<file path="src/rtl/alu_slice_exec.sv">
// alu_slice_exec: multi-cycle sliced ALU execute unit with start/busy/done handshake
module alu_slice_exec #(
    parameter int WIDTH = 16,
    parameter int SLICE = 4
) (
    input  logic             clk,
    input  logic             rst,
    input  logic             start,
    input  logic [1:0]       op,
    input  logic [WIDTH-1:0] A,
    input  logic [WIDTH-1:0] B,
    input  logic             Cin,
    input  logic             invA,
    input  logic             invB,
    output logic             busy,
    output logic             done,
    output logic [WIDTH-1:0] Out,
    output logic             Cout,
    output logic             Ofl,
    output logic             Zero
);
    localparam int N  = WIDTH / SLICE;
    localparam int KW = (N > 1) ? $clog2(N) : 1;
    localparam logic [0:0] IDLE = 1'b0;
    localparam logic [0:0] RUN  = 1'b1;
    localparam logic [1:0] OP_ADD = 2'b00;
    localparam logic [1:0] OP_OR  = 2'b01;
    localparam logic [1:0] OP_XOR = 2'b10;

    logic [0:0]       state_q, state_d;
    logic [WIDTH-1:0] a_q, a_d, b_q, b_d, part_q, part_d, out_q, out_d;
    logic [1:0]       op_q, op_d;
    logic [KW-1:0]    k_q, k_d;
    logic             carry_q, carry_d, done_q, done_d;
    logic             cout_q, cout_d, ofl_q, ofl_d, zero_q, zero_d;
    logic [SLICE-1:0] a_sl, b_sl, r_sl;
    logic [SLICE:0]   sum;
    logic             last;

    // Slice datapath: one SLICE-wide chunk of the latched operands per cycle
    always_comb begin
        a_sl = a_q[k_q*SLICE +: SLICE];
        b_sl = b_q[k_q*SLICE +: SLICE];
        sum  = {1'b0, a_sl} + {1'b0, b_sl} + {{SLICE{1'b0}}, carry_q};
        r_sl = (op_q == OP_ADD) ? sum[SLICE-1:0] :
               (op_q == OP_OR)  ? (a_sl | b_sl)  :
               (op_q == OP_XOR) ? (a_sl ^ b_sl)  : (a_sl & b_sl);
        last = (state_q == RUN) && (k_q == KW'(N - 1));
    end

    // Control and next state: accept in IDLE, build the result slice by slice in RUN
    always_comb begin
        state_d = state_q;
        a_d     = a_q;
        b_d     = b_q;
        op_d    = op_q;
        carry_d = carry_q;
        k_d     = k_q;
        part_d  = part_q;
        out_d   = out_q;
        cout_d  = cout_q;
        ofl_d   = ofl_q;
        zero_d  = zero_q;
        done_d  = 1'b0;
        if (state_q == IDLE) begin
            if (start) begin
                state_d = RUN;
                a_d     = invA ? ~A : A;
                b_d     = invB ? ~B : B;
                op_d    = op;
                carry_d = Cin;
                k_d     = '0;
            end
        end else begin
            part_d[k_q*SLICE +: SLICE] = r_sl;
            carry_d = sum[SLICE];
            k_d     = k_q + KW'(1);
            if (last) begin
                // Visible outputs update only here, so they never show a half-built result
                state_d = IDLE;
                k_d     = '0;
                done_d  = 1'b1;
                out_d   = part_d;
                cout_d  = (op_q == OP_ADD) && sum[SLICE];
                ofl_d   = (op_q == OP_ADD) && (a_q[WIDTH-1] == b_q[WIDTH-1]) &&
                          (part_d[WIDTH-1] != a_q[WIDTH-1]);
                zero_d  = (part_d == '0);
            end
        end
    end

    // State registers with asynchronous clear
    always_ff @(posedge clk or posedge rst) begin
        if (rst) begin
            state_q <= IDLE;
            a_q     <= '0;
            b_q     <= '0;
            op_q    <= '0;
            carry_q <= 1'b0;
            k_q     <= '0;
            part_q  <= '0;
            out_q   <= '0;
            cout_q  <= 1'b0;
            ofl_q   <= 1'b0;
            zero_q  <= 1'b0;
            done_q  <= 1'b0;
        end else begin
            state_q <= state_d;
            a_q     <= a_d;
            b_q     <= b_d;
            op_q    <= op_d;
            carry_q <= carry_d;
            k_q     <= k_d;
            part_q  <= part_d;
            out_q   <= out_d;
            cout_q  <= cout_d;
            ofl_q   <= ofl_d;
            zero_q  <= zero_d;
            done_q  <= done_d;
        end
    end

    assign busy = (state_q == RUN);
    assign done = done_q;
    assign Out  = out_q;
    assign Cout = cout_q;
    assign Ofl  = ofl_q;
    assign Zero = zero_q;
endmodule

</file>
<file path="config.mk">
export PLATFORM = sky130hd
export DESIGN_NAME = alu_slice_exec
export DESIGN_NICKNAME = d
export VERILOG_FILES = /design/src/rtl/alu_slice_exec.sv
export SDC_FILE = /design/constraint.sdc
export NUM_CORES = 1
export LEC_CHECK = 0
export ABC_CLOCK_PERIOD_IN_PS = 4500
export BUFFER_PORTS_ARGS = -buffer_cell sky130_fd_sc_hd__clkbuf_2
export CORE_MARGIN = 10
export CORE_UTILIZATION = 55
export CTS_CLUSTER_SIZE = 40
export DETAILED_ROUTE_END_ITERATION = 10
export PLACE_DENSITY_LB_ADDON = 0.08
export SYNTH_ARGS = -nofsm -noshare
export SYNTH_HDL_FRONTEND = slang
export SYNTH_SLANG_ARGS = --single-unit
</file>
<file path="constraint.sdc">
create_clock -name clk -period 4.5 [get_ports clk]
set_input_delay 0.9 -clock clk [delete_from_list [all_inputs] [get_ports clk]]
set_output_delay 0.9 -clock clk [all_outputs]
set_load 0.05 [all_outputs]
</file>
==> flow_summary.toml, run 1 <==
[sta]
worstMarginPinSlew_ps = 986
finalHoldViolations = 0
clock_skew_ps = 8.80
fin_crit_sh_pct = 78.7
max_freq_mhz = 282
setup_viol = 0
finalSetupTns_ps = 0
period_needed_ps = 3540
rsz0062_at_grt = "false"
slew_viol_final = 0
slew_headroom_pct = 34.0
hold_slack_ps = 478

[flow_run]
maxCapViolations = 0

[layout]
fin_nets = 488
fill_cells = 586
syn2layout_area_growth_pct = 15.2
multi_input_area_sq_um = 1820
drive_gt1_share_pct = 22.4
n_antenna_cell = 0
final_util_pct = 64.6
ff_latch_area_sq_um = 1780

[worst_setup_path]
reg2reg_to = "Zero"
reg2reg_slack_ps = 960
worstPathRequired_ps = 4730
startpoint_type = "flop"
r2r_start = "k_q[0]"
crit_type = "flop to flop"
cp.arrival_ps = 3780
endpoint_kind = "flop"
critPathMaxFanout = 17
r2r_cells = 8

[clock_network]
cts_tree = "yes"
ctsHoldBuffers = 0
clkSinkCount = 71
numCtsBuffers = 9
clk_latency_ps = 350
root_buffer = "clkbuf_8"
cts_setup_buffers = 0
clk_path_buf_depth = 2
cts_resized = 0
h-tree-depth = 3
clk_pin_slew_ps = 80

[pwr]
swShare_pct = 45.3
power_frac_seq_pct = 32.2
ir_drop_mv = 0.318
clkPwrFrac_pct = 17.0
power_frac_comb_pct = 50.7
p_sw_w = 0.00162
p_int_w = 0.00195
p_per_area_nw_per_um2 = 823
leakagePower_nw = 2.06

[grt]
grt_first_pass_wirelength_um = 13600
grt.total_usage_pct = 16.5
antenna_found_initial = 0
grt_pass1_vias = 2905
globalRouteOverflowTotal = 0
grt_max_degree = 68

[floorplanning]
die_area_sq_um = 10600
num_rows = 30
die_h_um = 103
start_util_pct = 56.1
num_io_pins = 61
core_sq_um = 6720
die_w_um = 103

[routing]
vias_per_cell = 5.42
wl_per_cell_um = 15.7
drtIter0Drc = 73
drc = 0
dr.pass1.iters = 5
vias = 2807
postRouteAntennaNets = 0
wirelength_um = 8120

[yosys]
yosys_register_bits = 71
synth_edf_count = 0
yosys.area.top_type_share_pct = 47.1
netlist_instances = 379
synth_nets = 434
ys_types = 45
async_reset_ff_share_pct = 100
yosys-top-cells-area = "dfrtp_1 (47%), xnor2_1 (7.7%), o21ai_0 (7.6%), nand2_1 (6.9%), mux4_2 (5.4%)"
synth_flop_cell = "dfrtp_1"
synth.top_cells.by_count = "dfrtp_1 (71), nand2_1 (69), o21ai_0 (57)"
synth_top_area_cell = "dfrtp_1"
yosysWarningCount = 0
synth.yosys.seq_area_share_pct = 47.1
synth.avg_cell_area_sq_um = 9.95
synth.cell_area_sq_um = 3770
synth.most_common_cell = "dfrtp_1"

[placed_design]
port_buffers = 60
gp_congestion = 0.853
dp_hpwl_um = 6170

[min_path]
min_to = "Out[11]"
hold_class = "flop to flop"
hold_depth = 2
min_from = "Out[11]"

[outcome]
status = "complete, no violations"
==> power groups by stage <==
stage               clock network, W  registers (W)  logic (W)
finish                      0.000608        0.00115    0.00181
global route                0.000645        0.00119    0.00202
CTS                         0.000615        0.00116    0.00182
detailed placement                 0        0.00117    0.00181
global placement                   0        0.00116    0.00175
floorplan                          0        0.00127    0.00124
==> sequential cells by signal, summed over array words and instances, names as in the netlist <==
name,flops
Ofl,1
b_q,16
Zero,1
a_q,16
done,1
op_q,2
busy,1
carry_q,1
part_q,13
Cout,1
k_q,2
Out,16
==> critical path, cell delays in order, from the launching register on <==
cell	delay, ps
dfrtp_1	810
mux4_2	650
fa_1	440
inv_1	90
fa_1	410
mux4_2	570
o211ai_1	220
o31a_1	160
o31ai_1	70
==> worst max-delay path by stage <==
stage	to	slack, ps	cells after the start	startpoint
final	Zero	960	8	k_q[0]
after global placement	Zero	1050	9	k_q[0]
after CTS	Zero	930	9	k_q[0]
after detailed placement	Zero	940	9	k_q[0]
after global routing	Zero	750	9	k_q[0]
after floorplan	Zero	1320	9	k_q[0]
==> layer usage <==
metal,GRT usage [%],vias up,share of wire (%)
met5,0,-,0
met2,28.2,65,51
li1,-,1393,-
met1,19.3,1333,43
met3,3.55,16,4.2
met4,7.91,0,2.2
==> cells in the final DEF, fill, tap and decap left out, types with 2 or more instances in the layout <==
cell type | Yosys | routed
a21o_1 | 4 | 4
a21oi_1 | 8 | 8
a22o_1 | 3 | 3
a22oi_1 | 6 | 6
and2b_1 | 2 | 2
buf_4 | 1 | 2
bufinv_16 | 0 | 3
clkbuf_2 | 0 | 60
clkbuf_8 | 0 | 9
clkinv_2 | 0 | 2
dfrtp_1 | 71 | 71
fa_1 | 2 | 2
ha_1 | 13 | 13
inv_1 | 24 | 23
mux2_2 | 4 | 4
mux2i_1 | 4 | 4
mux4_2 | 9 | 9
nand2_1 | 69 | 68
nand3_1 | 3 | 3
nor2_1 | 13 | 13
nor2b_1 | 5 | 5
nor3_1 | 3 | 3
nor4_1 | 2 | 2
o211ai_1 | 2 | 2
o21ai_0 | 57 | 57
o21ai_2 | 2 | 2
o22ai_1 | 2 | 2
o31ai_1 | 3 | 3
xnor2_1 | 33 | 33
==> metrics by stage <==
step	setup WS, ps	cells	instance area (sq um)	power (W)
6_report	957	518	4340	0.00357
4_1_cts	933	518	4340	0.00359
2_1_floorplan	1320	379	3770	0.00251
3_3_place_gp	1050	502	4110	0.00291
3_5_place_dp	944	502	4110	0.00298
5_1_grt	755	518	4340	0.00385
==> cell families after synthesis <==
group                    count (synthesis)  share of synthesized area (%)
AND/OR/NAND/NOR                        106                           12.9
AO/OA/AOI/OAI                           94                           14.7
flip-flops                              71                           47.1
buffers and inverters                   43                           4.58
XOR/XNOR                                33                           7.67
multiplexers                            17                           7.63
adder cells (fa/ha/maj)                 15                           5.38
==> final cells by class <==
class	count	share of cell area, %
Clock inverter	6	2.51
Inverter	24	2.07
Clock buffer	10	2.94
Timing Repair Buffer	62	7.26
Sequential cell	71	40.9
Tap cell	80	2.31
Multi-Input combinational cell	265	42.0
Note: power is estimated with default switching activity, not from simulation.
==> run 2, diff against run 1 <==
--- a/config.mk
+++ b/config.mk
@@ -5,10 +5,10 @@
 export SDC_FILE = /design/constraint.sdc
 export NUM_CORES = 1
 export LEC_CHECK = 0
-export ABC_CLOCK_PERIOD_IN_PS = 4500
+export ABC_CLOCK_PERIOD_IN_PS = 2900
 export BUFFER_PORTS_ARGS = -buffer_cell sky130_fd_sc_hd__clkbuf_2
 export CORE_MARGIN = 10
-export CORE_UTILIZATION = 55
+export CORE_UTILIZATION = 51
 export CTS_CLUSTER_SIZE = 40
 export DETAILED_ROUTE_END_ITERATION = 10
 export PLACE_DENSITY_LB_ADDON = 0.08
==> constraint.sdc (replaced) <==
create_clock -name clk -period 2.9 [get_ports clk]
set_input_delay 0.58 -clock clk [delete_from_list [all_inputs] [get_ports clk]]
set_output_delay 0.58 -clock clk [all_outputs]
set_load 0.05 [all_outputs]
==> run 2 against run 1 <==
Sequential share of layout area is 0.89 points lower; power up 59%; sequential power is 49% higher; critical endpoint unchanged.
==> flow_summary.toml, run 2 (synthesized netlist as in run 1, its figures left out) <==
[routing]
drtIter0Drc = 103
wl_per_cell_um = 14.5
postRouteAntennaNets = 0
vias = 2843
wirelength_um = 8010
vias_per_cell = 5.14
routed-wl-met3_um = 452
met2_wirelength_um = 3960
highest_layer = "met4"
drc = 0
wl_met1_um = 3370
dr.pass1.iters = 4

[clock_network]
root_buffer = "clkbuf_8"
clkSinkCount = 71
cts_tree = "yes"
clk_path_buf_depth = 2
clk_pin_slew_ps = 70
numCtsBuffers = 9
h-tree-depth = 3
clk_latency_ps = 350
ctsHoldBuffers = 0

[sta]
clock_skew_ps = 5.75
hold_slack_ps = 332
worstMarginPinSlew_ps = 719
finalHoldViolations = 0
fin_crit_sh_pct = 99.7
rsz0062_at_grt = "true"
setup_viol = 0
slew_headroom_pct = 52.0
layout_setup_ws_ps = 9.19
period_needed_ps = 2890
max_freq_mhz = 346
slew_viol_final = 0

[layout]
final_common_cell = "dfrtp_1"
final_util_pct = 61.6
syn2layout_area_growth_pct = 17.8
fin_nets = 507
drive_gt1_share_pct = 26.0
n_antenna_cell = 0
stdcell_area_sq_um = 4440
layout_common_cells = "dfrtp_1 (70), nand2_1 (68), clkbuf_2 (60), o21ai_0 (56), xnor2_1 (33)"

[pwr]
leakagePower_nw = 2.12
ir_drop_mv = 0.523
p_per_area_nw_per_um2 = 1280

[floorplanning]
num_io_pins = 61
core_sq_um = 7210
die_w_um = 106
num_rows = 31
start_util_pct = 52.3
die_area_sq_um = 11200
die_h_um = 106

[worst_setup_path]
startpoint_type = "flop"
reg2reg_slack_ps = 9
critPathMaxFanout = 6
reg2reg_to = "Zero"
cp.arrival_ps = 3120
r2r_cells = 8
slowest_delay_ps = 550
cp_slowest_cell = "mux4_2"
crit_top_cell = "mux4_2"
endpoint = "Zero"
path_cells = "mux4_2 > fa_2 > inv_2 > fa_1 > mux4_2 > o211ai_1 > o31a_1 > o31ai_1"
cp-startpoint = "k_q[0]"
endpoint_kind = "flop"
r2r_start = "k_q[0]"
worstPathRequired_ps = 3130
crit_type = "flop to flop"

[grt]
grt_first_pass_wirelength_um = 13800
antenna_found_initial = 0
globalRouteOverflowTotal = 0
grt.total_usage_pct = 15.2
grt_pass1_vias = 2964
grt_max_degree = 39

[flow_run]
maxCapViolations = 0

[placed_design]
port_buffers = 60
gp_congestion = 0.887
placed_cell_area_sq_um = 4280
place_ws_ps = -39.7
dp_hpwl_um = 6240

[min_path]
hold_class = "primary input to async pin"

[outcome]
status = "complete, no violations"
==> run 2: per-stage QoR <==
step | std cells | total power, W | setup TNS, ps
detailed placement | 539 | 0.00499 | -71.7
global placement | 539 | 0.00490 | 0
global route | 553 | 0.00614 | -260
floorplan | 379 | 0.00391 | -110
CTS | 553 | 0.00570 | -69.1
finish | 553 | 0.00566 | 0
==> run 2: final cells by class <==
class                           count  area (sq um)
Sequential cell                    71          1780
Multi-Input combinational cell    265          1830
Timing Repair Buffer               81           470
Tap cell                           99           124
Clock buffer                       11           141
Clock inverter                      2          10.0
Fill cell                         664          2770
Inverter                           24          90.1
==> run 2: power by group <==
group	total (W)	leakage, nW	internal, W	switching (W)
sequential	0.00171	0.921	0.00141	0.000301
combinational	0.00330	1.12	0.00140	0.00191
clock	0.000654	0.0809	0.000317	0.000338
total	0.00566	2.12	0.00312	0.00255
==> run 2: repair_timing <==
item | in CTS | in global routing
buffers inserted | 1 | 0
setup endpoints to repair | 3 | 12
resized for setup | 1 | 3
pin swaps | 2 | 2
==> run 2: worst max-delay path: cells and delay by family, from the launching register on <==
family / cells / cell delay (ps)
mux: 2 / 1100
fa+ha+maj: 2 / 790
flops: 1 / 410
buf+inv: 1 / 60
compound gates: 3 / 420
==> run 2: worst min path at each step <==
stage | startpoint | to | slack, ps | depth (start not counted)
floorplan | part_q[11] | part_q[11] | 440 | 2
CTS | rst | a_q[7] | 360 | 2
global route | rst | a_q[9] | 400 | 2
global placement | part_q[11] | part_q[11] | 460 | 2
finish | rst | a_q[5] | 330 | 2
detailed placement | a_q[14] | a_q[14] | 470 | 2
==> run 2: per-layer routing <==
metal  track usage, %  vias to the layer above
li1                 -                     1431
met1             17.5                     1316
met2             25.6                       79
met3             4.23                       17
met4             7.74                        0
met5                0                        -
